**config.mk**
```make
export PLATFORM = sky130hd
export DESIGN_NAME = gerenciador_alarme_flat
export DESIGN_NICKNAME = d
export VERILOG_FILES = /design/src/rtl/gerenciador_alarme_if.sv /design/src/rtl/gerenciador_alarme.sv /design/src/flat_wrapper.sv
export SDC_FILE = /design/constraint.sdc
export NUM_CORES = 1
export LEC_CHECK = 0
export BUFFER_PORTS_ARGS = -buffer_cell sky130_fd_sc_hd__buf_2
export CAP_MARGIN = 20
export CORE_AREA = 2 2 71 59
export CTS_CLUSTER_SIZE = 8
export DETAILED_ROUTE_END_ITERATION = 16
export DIE_AREA = 0 0 73 61
export HOLD_SLACK_MARGIN = 0.1
export MAX_ROUTING_LAYER = met4
export PLACE_DENSITY_LB_ADDON = 0.15
export SYNTH_ARGS = -nofsm -noshare
export SYNTH_HDL_FRONTEND = slang
export SYNTH_SLANG_ARGS = --single-unit
```
**constraint.sdc**
```tcl
create_clock -name clk -period 1.9 [get_ports clk]
set_input_delay 0.095 -clock clk [delete_from_list [all_inputs] [get_ports clk]]
set_output_delay 0.095 -clock clk [all_outputs]
set_load 0.01 [all_outputs]
```
**src/rtl/gerenciador_alarme_if.sv**
```systemverilog
// Operator-facing alarm bus: raw/operator inputs toward the manager, drive outputs back.
// master = stimulus side (control room / bench), slave = the alarm manager.
interface gerenciador_alarme_if #(
  parameter int CNT_W = 8
);
  logic             alarme_in;
  logic             reconhecer;
  logic             libera_evac;
  logic             sirene;
  logic             luz_alerta;
  logic             evacuacao;
  logic [2:0]       estado;
  logic [CNT_W-1:0] num_eventos;

  modport master (
    output alarme_in, reconhecer, libera_evac,
    input  sirene, luz_alerta, evacuacao, estado, num_eventos
  );

  modport slave (
    input  alarme_in, reconhecer, libera_evac,
    output sirene, luz_alerta, evacuacao, estado, num_eventos
  );
endinterface

```
**src/rtl/gerenciador_alarme.sv**
```systemverilog
// Alarm manager: debounces the control-room alarm flag, latches it, drives siren/light,
// handles operator acknowledge and escalates to evacuation; counts confirmed events.
module gerenciador_alarme #(
  parameter int CONFIRM_CYC = 4,
  parameter int ESCALA_CYC  = 16,
  parameter int BLINK_PER   = 4,
  parameter int CNT_W       = 8
) (
  input  logic                 clk,
  input  logic                 rst_n,
  gerenciador_alarme_if.slave  alm
);
  localparam logic [2:0] S_NORMAL      = 3'd0;
  localparam logic [2:0] S_CONFIRMA    = 3'd1;
  localparam logic [2:0] S_ATIVO       = 3'd2;
  localparam logic [2:0] S_RECONHECIDO = 3'd3;
  localparam logic [2:0] S_EVACUACAO   = 3'd4;

  localparam logic [7:0] CONF_LAST  = 8'(CONFIRM_CYC - 1);
  localparam logic [7:0] ESC_LAST   = 8'(ESCALA_CYC - 1);
  localparam logic [7:0] BLINK_LAST = 8'(BLINK_PER - 1);

  logic [2:0]       state_q, state_d;
  logic [7:0]       timer_q, timer_d;
  logic [7:0]       blink_q, blink_d;
  logic             luz_q, luz_d;
  logic             alarme_r_q;
  logic [CNT_W-1:0] num_q, num_d;

  always_ff @(posedge clk or negedge rst_n) begin
    if (!rst_n) begin
      state_q    <= S_NORMAL;
      timer_q    <= '0;
      blink_q    <= '0;
      luz_q      <= 1'b0;
      alarme_r_q <= 1'b0;
      num_q      <= '0;
    end else begin
      state_q    <= state_d;
      timer_q    <= timer_d;
      blink_q    <= blink_d;
      luz_q      <= luz_d;
      alarme_r_q <= alm.alarme_in;
      num_q      <= num_d;
    end
  end

  always_comb begin
    state_d = state_q;
    timer_d = timer_q;
    blink_d = blink_q;
    luz_d   = luz_q;
    num_d   = num_q;
    case (state_q)
      S_NORMAL: begin
        if (alarme_r_q) begin
          state_d = S_CONFIRMA;
          timer_d = 8'd1;
        end
      end
      S_CONFIRMA: begin
        if (!alarme_r_q) begin
          state_d = S_NORMAL;
          timer_d = '0;
        end else if (timer_q == CONF_LAST) begin
          state_d = S_ATIVO;
          timer_d = '0;
          num_d   = (num_q == {CNT_W{1'b1}}) ? num_q : num_q + 1'b1;
        end else begin
          timer_d = timer_q + 8'd1;
        end
      end
      S_ATIVO: begin
        // escalation wins over an acknowledge arriving on the same edge
        if (timer_q == ESC_LAST) begin
          state_d = S_EVACUACAO;
          timer_d = '0;
        end else if (alm.reconhecer) begin
          state_d = S_RECONHECIDO;
          timer_d = '0;
          luz_d   = 1'b1;
          blink_d = '0;
        end else begin
          timer_d = timer_q + 8'd1;
        end
      end
      S_RECONHECIDO: begin
        if (blink_q == BLINK_LAST) begin
          luz_d   = ~luz_q;
          blink_d = '0;
        end else begin
          blink_d = blink_q + 8'd1;
        end
        if (!alarme_r_q) begin
          state_d = S_NORMAL;
          timer_d = '0;
        end else if (timer_q == ESC_LAST) begin
          state_d = S_EVACUACAO;
          timer_d = '0;
        end else begin
          timer_d = timer_q + 8'd1;
        end
      end
      S_EVACUACAO: begin
        if (alm.libera_evac && !alarme_r_q) begin
          state_d = S_NORMAL;
          timer_d = '0;
        end
      end
      default: begin
        state_d = S_NORMAL;
        timer_d = '0;
      end
    endcase
  end

  assign alm.estado      = state_q;
  assign alm.sirene      = (state_q == S_ATIVO) || (state_q == S_EVACUACAO);
  assign alm.luz_alerta  = (state_q == S_ATIVO) || (state_q == S_EVACUACAO) ||
                           ((state_q == S_RECONHECIDO) && luz_q);
  assign alm.evacuacao   = (state_q == S_EVACUACAO);
  assign alm.num_eventos = num_q;
endmodule

```
**src/flat_wrapper.sv**
```systemverilog
// flat-port wrapper written by rule: the top's interface ports become plain ports
module gerenciador_alarme_flat 
#(
  parameter int CONFIRM_CYC = 4,
  parameter int ESCALA_CYC  = 16,
  parameter int BLINK_PER   = 4,
  parameter int CNT_W       = 8
)
  (clk, rst_n, alm_alarme_in, alm_reconhecer, alm_libera_evac, alm_sirene, alm_luz_alerta, alm_evacuacao, alm_estado, alm_num_eventos);
  gerenciador_alarme_if #(.CNT_W(CNT_W)) alm_i ();
  input  logic clk;
  input  logic rst_n;
  input wire logic [$bits(alm_i.alarme_in)-1:0] alm_alarme_in;
  input wire logic [$bits(alm_i.reconhecer)-1:0] alm_reconhecer;
  input wire logic [$bits(alm_i.libera_evac)-1:0] alm_libera_evac;
  output wire logic [$bits(alm_i.sirene)-1:0] alm_sirene;
  output wire logic [$bits(alm_i.luz_alerta)-1:0] alm_luz_alerta;
  output wire logic [$bits(alm_i.evacuacao)-1:0] alm_evacuacao;
  output wire logic [$bits(alm_i.estado)-1:0] alm_estado;
  output wire logic [$bits(alm_i.num_eventos)-1:0] alm_num_eventos;
  assign alm_i.alarme_in = alm_alarme_in;
  assign alm_i.reconhecer = alm_reconhecer;
  assign alm_i.libera_evac = alm_libera_evac;
  assign alm_sirene = alm_i.sirene;
  assign alm_luz_alerta = alm_i.luz_alerta;
  assign alm_evacuacao = alm_i.evacuacao;
  assign alm_estado = alm_i.estado;
  assign alm_num_eventos = alm_i.num_eventos;
  gerenciador_alarme #(.CONFIRM_CYC(CONFIRM_CYC), .ESCALA_CYC(ESCALA_CYC), .BLINK_PER(BLINK_PER), .CNT_W(CNT_W)) u_core (.clk(clk), .rst_n(rst_n), .alm(alm_i));
endmodule
```
# Yosys cells after proc, flatten, opt, wreduce, memory -nomap -nowiden
# Cells that the tools add are included.
# totals
ff_bits,29
in_bits,5
# op_classes
n_mux,26
bitwise_logic,2
eq_ne,16
add_sub_neg,3
n_reduce_logical,12
# ops
operator,n
$mux W8,11
$pmux W8 S5,1
$add A8 B1 Y8 const B,3
$mux W3,8
$eq A8 B2 Y1 const B,2
$pmux W8 S2,1
$pmux W3 S5,1
$eq A8 B4 Y1 const B,1
$eq A8 B8 Y1 const B,1
$reduce_and A4 Y1,2
$eq A3 B2 Y1 const B,2
$ne A2 B1 Y1 const B,3
$ne A3 B3 Y1 const B,2
$reduce_and A5 Y1,1
$ne A2 B2 Y1 const B,2
$eq A3 B1 Y1 const B,1
$eq A3 B3 Y1 const B,1
$logic_not A3 Y1,1
$mux W1,3
$ne A3 B2 Y1 const B,1
$reduce_and A3 Y1,1
$logic_and A1 B1 Y1,2
$logic_or A1 B1 Y1,2
$not A1 Y1,2
other kinds (4),4

# Depth between registers and ports, before layout
# logic_depth
word_depth,4
depth_mapped,7

# Least setup slack after synthesis
# Ideal clock, no wire load.
# synth_path
path_type,register to register
from,reg u_core.timer_q[0]
to,reg u_core.state_q[1] (netlist: u_core.alm.estado[1])
setup_slack_ns,-0.086
setup_ns,0.125
path_buffers,1
path_stages_with_launch,8
t_required_ns,1.775
period_less_slack_ns,1.986
arrival_time_ns,1.861
cell_sequence,dfrtp_1 ha_1 nor3b_1 nor2b_1 or3b_1 buf_6 nor2_4 mux2_4
# synth_between
elab_chain_len,3
word_cells_on_any_way,8
classes_between,5 x eq/ne; 2 x mux; 1 x reduce/logical
# synth_rtl
item,line_no,source
start: declaration,gerenciador_alarme.sv:24,"logic [7:0] timer_q, timer_d;"
start signal: assignment,gerenciador_alarme.sv:40,timer_q <= timer_d;
$eq A8 B4 Y1 / $eq A8 B2 Y1 (equally long branches),"gerenciador_alarme.sv:75, gerenciador_alarme.sv:97, gerenciador_alarme.sv:65",
$ne A3 B3 Y1 (no line) (tied with other cells),-,
$reduce_and A5 Y1 (no line) / $pmux W3 S5 (equally long branches),-,
end signal: assignment,gerenciador_alarme.sv:39,state_q <= state_d;
end: declaration,gerenciador_alarme.sv:23,"logic [2:0] state_q, state_d;"
# Parallel ways exist; a longest one is shown, timed or not.
# A chain may end at the register's enable or synchronous reset.

# Final worst setup path
# layout_path
from,reg u_core.blink_q[0]
to,reg u_core.blink_q[6]
# layout_between
elab_chain_len,3
word_cells_on_any_way,4
classes_between,1 x add/sub; 1 x eq/ne; 2 x mux
# layout_rtl
item,line_no,source
start: declaration,gerenciador_alarme.sv:25,"logic [7:0] blink_q, blink_d;"
start signal: assignment,gerenciador_alarme.sv:41,blink_q <= blink_d;
$add A8 B1 Y8 / $eq A8 B2 Y1 (equally long branches),"gerenciador_alarme.sv:92, gerenciador_alarme.sv:88",
$mux W8 *,gerenciador_alarme.sv:88,if (blink_q == BLINK_LAST) begin
$pmux W8 S2 *,gerenciador_alarme.sv:54,case (state_q)
# Mark *: on every way between the ends. The rest lies on a longest branch, timed or not.

==> reports/results.ini <==
[outcome]
status=finished with violations
violations=setup timing

[flow_run]
drv_cap=0

[drt]
vias=1434
first_iter_violations=109
wl_per_cell_um=14.5
ant_nets=0
viasPerCell=5.43
first_pass_iters=4
wl_um=3820
drc=0

[sta]
slew_headroom_pct=54.7
rsz0062_at_grt=true
fin_crit_ps=1960
hold_viol=0
worst_pin_slew_ps=679
setup_ws_ps=-61.3
max_freq_ghz=0.510
setup_violations=6
period_share_pct=103
clock_skew_ps=5.02
holdWs_ps=133
drv_slew=0

[floorplanning]
io_pins=19
start_util_pct=43.9
die-height_um=61
core_area_um2=3730
die_area_um2=4450
fp.dieW_um=73
row_count=20

[logic_synthesis]
synth_compound_area_share_pct=17.2
yosysWarnings=0
synth-edff-count=0
syn_inst=172
yosys.area_share.simple_pct=27.6
synthMuxAreaShare_pct=1.53
synth_top_family_by_area=simple AND/OR/NAND/NOR gates
synth_cell_types=46
synth-seq-cells=29
synth_ff_type=dfrtp_1
ys_seq_area_share_pct=44.4
synthesis.area_um2=1640
synth-async-reset-ratio_pct=100
yosys.area_share.xor_xnor_pct=4.28
syn_area_per_cell_um2=9.51
synth_nets=180
synth_fa_ha_area_share_pct=2.30

[min_path]
holdPathStages=3
holdPathEnd=u_core.alm.estado[2]$_DFFE_PN0P_
hp-class=input pin to flop
min_from=alm_libera_evac

[finish]
fin_util_pct=56.6
final_cell_area_um2=2110
drive_gt1_share_pct=31.4
syn2layout_area_growth_pct=29.0
final_nets=227
diodes=0

[pwr]
finalPower_uw=2470
p_per_area_nw_per_um2=1170
peakVddDrop_v=0.000639
p_leak_uw=0.000999

[critical_path]
critPathLaunchType=flop
worst_setup_path_end_kind=flop
reg2reg_to=u_core.blink_q[6]$_DFFE_PN0P_
r2r_start=u_core.blink_q[0]$_DFFE_PN0P_
crit_required_ps=2060
worstPathMaxFanout=7
crit_type=flop to flop
worstPathArrival_ps=2120
reg2reg_depth=7
r2r_setup_slack_ps=-60

[grt]
grt_pass1_vias=1328
antenna_found_initial=0
grt.overflow.total=0
grt_pass1_wl_um=6220
grt_max_degree=30
grtUsageTotal_pct=19.2

[clock_tree]
cts_tree=yes
insertion_delay_ps=280
cts-root-buf=clkbuf_8
path_clk_slew_ps=60
h-tree-depth=2
clock-sinks=29
clock_path_buffers=2
cts_buffers=5

[place]
port_buffers=18
place.gp.congestion=0.832
post-place-ws_ps=15.0
dp_hpwl_um=2720
post_dp_cell_area_um2=1910

-- layout by cell type (no fill, tap or decap), drive strengths merged, types with 4 or more instances in the layout --
cell,instances
dfrtp,29
xnor2,6
o21ai,19
buf,44
nor2b,6
nand3,10
nand2b,5
nor2,15
and3,4
clkbuf,6
nor3,4
nand4,5
nand2,20
-- through the flow --
step / instances / setup TNS, ps
4_1_cts: 260 / 0
3_3_place_gp: 250 / 0
2_1_floorplan: 172 / 0
6_report: 264 / -229
3_5_place_dp: 250 / 0
5_1_grt: 264 / -737
-- state kept, by name (all words and copies together), names as in the netlist --
name / flops
u_core.alm.num_eventos: 8
u_core.blink_q: 8
u_core.timer_q: 8
u_core.alm.estado: 3
u_core.alarme_r_q: 1
u_core.luz_q: 1
-- report_power, final --
group          leakage [uW]  internal (uW)  switching, uW
clock network     0.0000450            253            229
registers          0.000387            728            151
logic              0.000567            583            524
-- kinds of logic (layout without fill, tap and decap cells) --
kind of cell,after synthesis,in the layout
mux,2,2
simple gates,82,82
fa+ha+maj,3,3
buf+inv,8,56
xor+xnor,8,8
flops,29,29
compound gates,40,40
-- final cells by class --
type,instances,area [um^2]
tap,44,55.1
sequential,29,729
multi-input combinational,135,926
clock buffer,6,72.6
inverter,2,7.51
clock inverter,2,10.0
fill,346,1620
timing repair buffer,46,309
-- timing repair --
action / in CTS / in global routing
pin swaps: 0 / 5
resized for setup: 2 / 15
hold buffers: 2 / 0
hold endpoints to repair: 30 / 0
setup endpoints to repair: 2 / 23
buffers inserted: 0 / 4
-- worst max-delay path: stages, from the launching register on --
cell and delay, ps:
dfrtp_1 370, ha_2 190, or4b_4 470, o41ai_4 370, buf_6 180, nor2_1 60
o21ai_1 110, o31ai_1 80
-- cells in the mapped netlist, types with 2 or more instances --
master	n	area, um^2
nand4_1	5	31.3
xnor2_1	6	52.6
o21ai_0	15	75.1
nand3b_1	2	15.0
and2_1	2	12.5
nand3_1	10	50.1
buf_2	2	10.0
o31ai_1	3	22.5
a21oi_1	2	10.0
inv_1	2	7.51
o211ai_1	2	15.0
and3_1	4	25.0
clkbuf_1	2	7.51
nor2_1	14	52.6
a31oi_1	2	12.5
xor2_1	2	17.5
nor3_1	4	20.0
dfrtp_1	29	726
o21ai_1	4	20.0
or3b_1	2	17.5
nor2b_1	6	37.5
nand2_1	20	75.1
a22o_1	3	26.3
nand2b_1	5	31.3
ha_1	3	37.5
-- worst max-delay path by stage --
stage	slack, ps	start	cells past startpoint	to
finish	-60	u_core.blink_q[0]$_DFFE_PN0P_	7	u_core.blink_q[6]$_DFFE_PN0P_
global route	-160	u_core.blink_q[0]$_DFFE_PN0P_	7	u_core.blink_q[5]$_DFFE_PN0P_
CTS	7	u_core.timer_q[0]$_DFFE_PN0P_	6	u_core.alm.estado[1]$_DFFE_PN0P_
detailed placement	10	u_core.timer_q[0]$_DFFE_PN0P_	6	u_core.alm.estado[1]$_DFFE_PN0P_
global placement	50	u_core.alm.estado[0]$_DFFE_PN0P_	5	u_core.alm.num_eventos[5]$_DFFE_PN0P_
floorplan	8	u_core.alm.estado[0]$_DFFE_PN0P_	7	u_core.alm.estado[1]$_DFFE_PN0P_
-- per-layer routing --
metal	vias up	wire, um	global-route usage, %
met4	0	31	7.14
met2	51	1680	27.9
li1	716	-	-
met5	-	0	-
met3	4	225	4.65
met1	663	1880	26.0
Power figures use the tool's default switching activity.
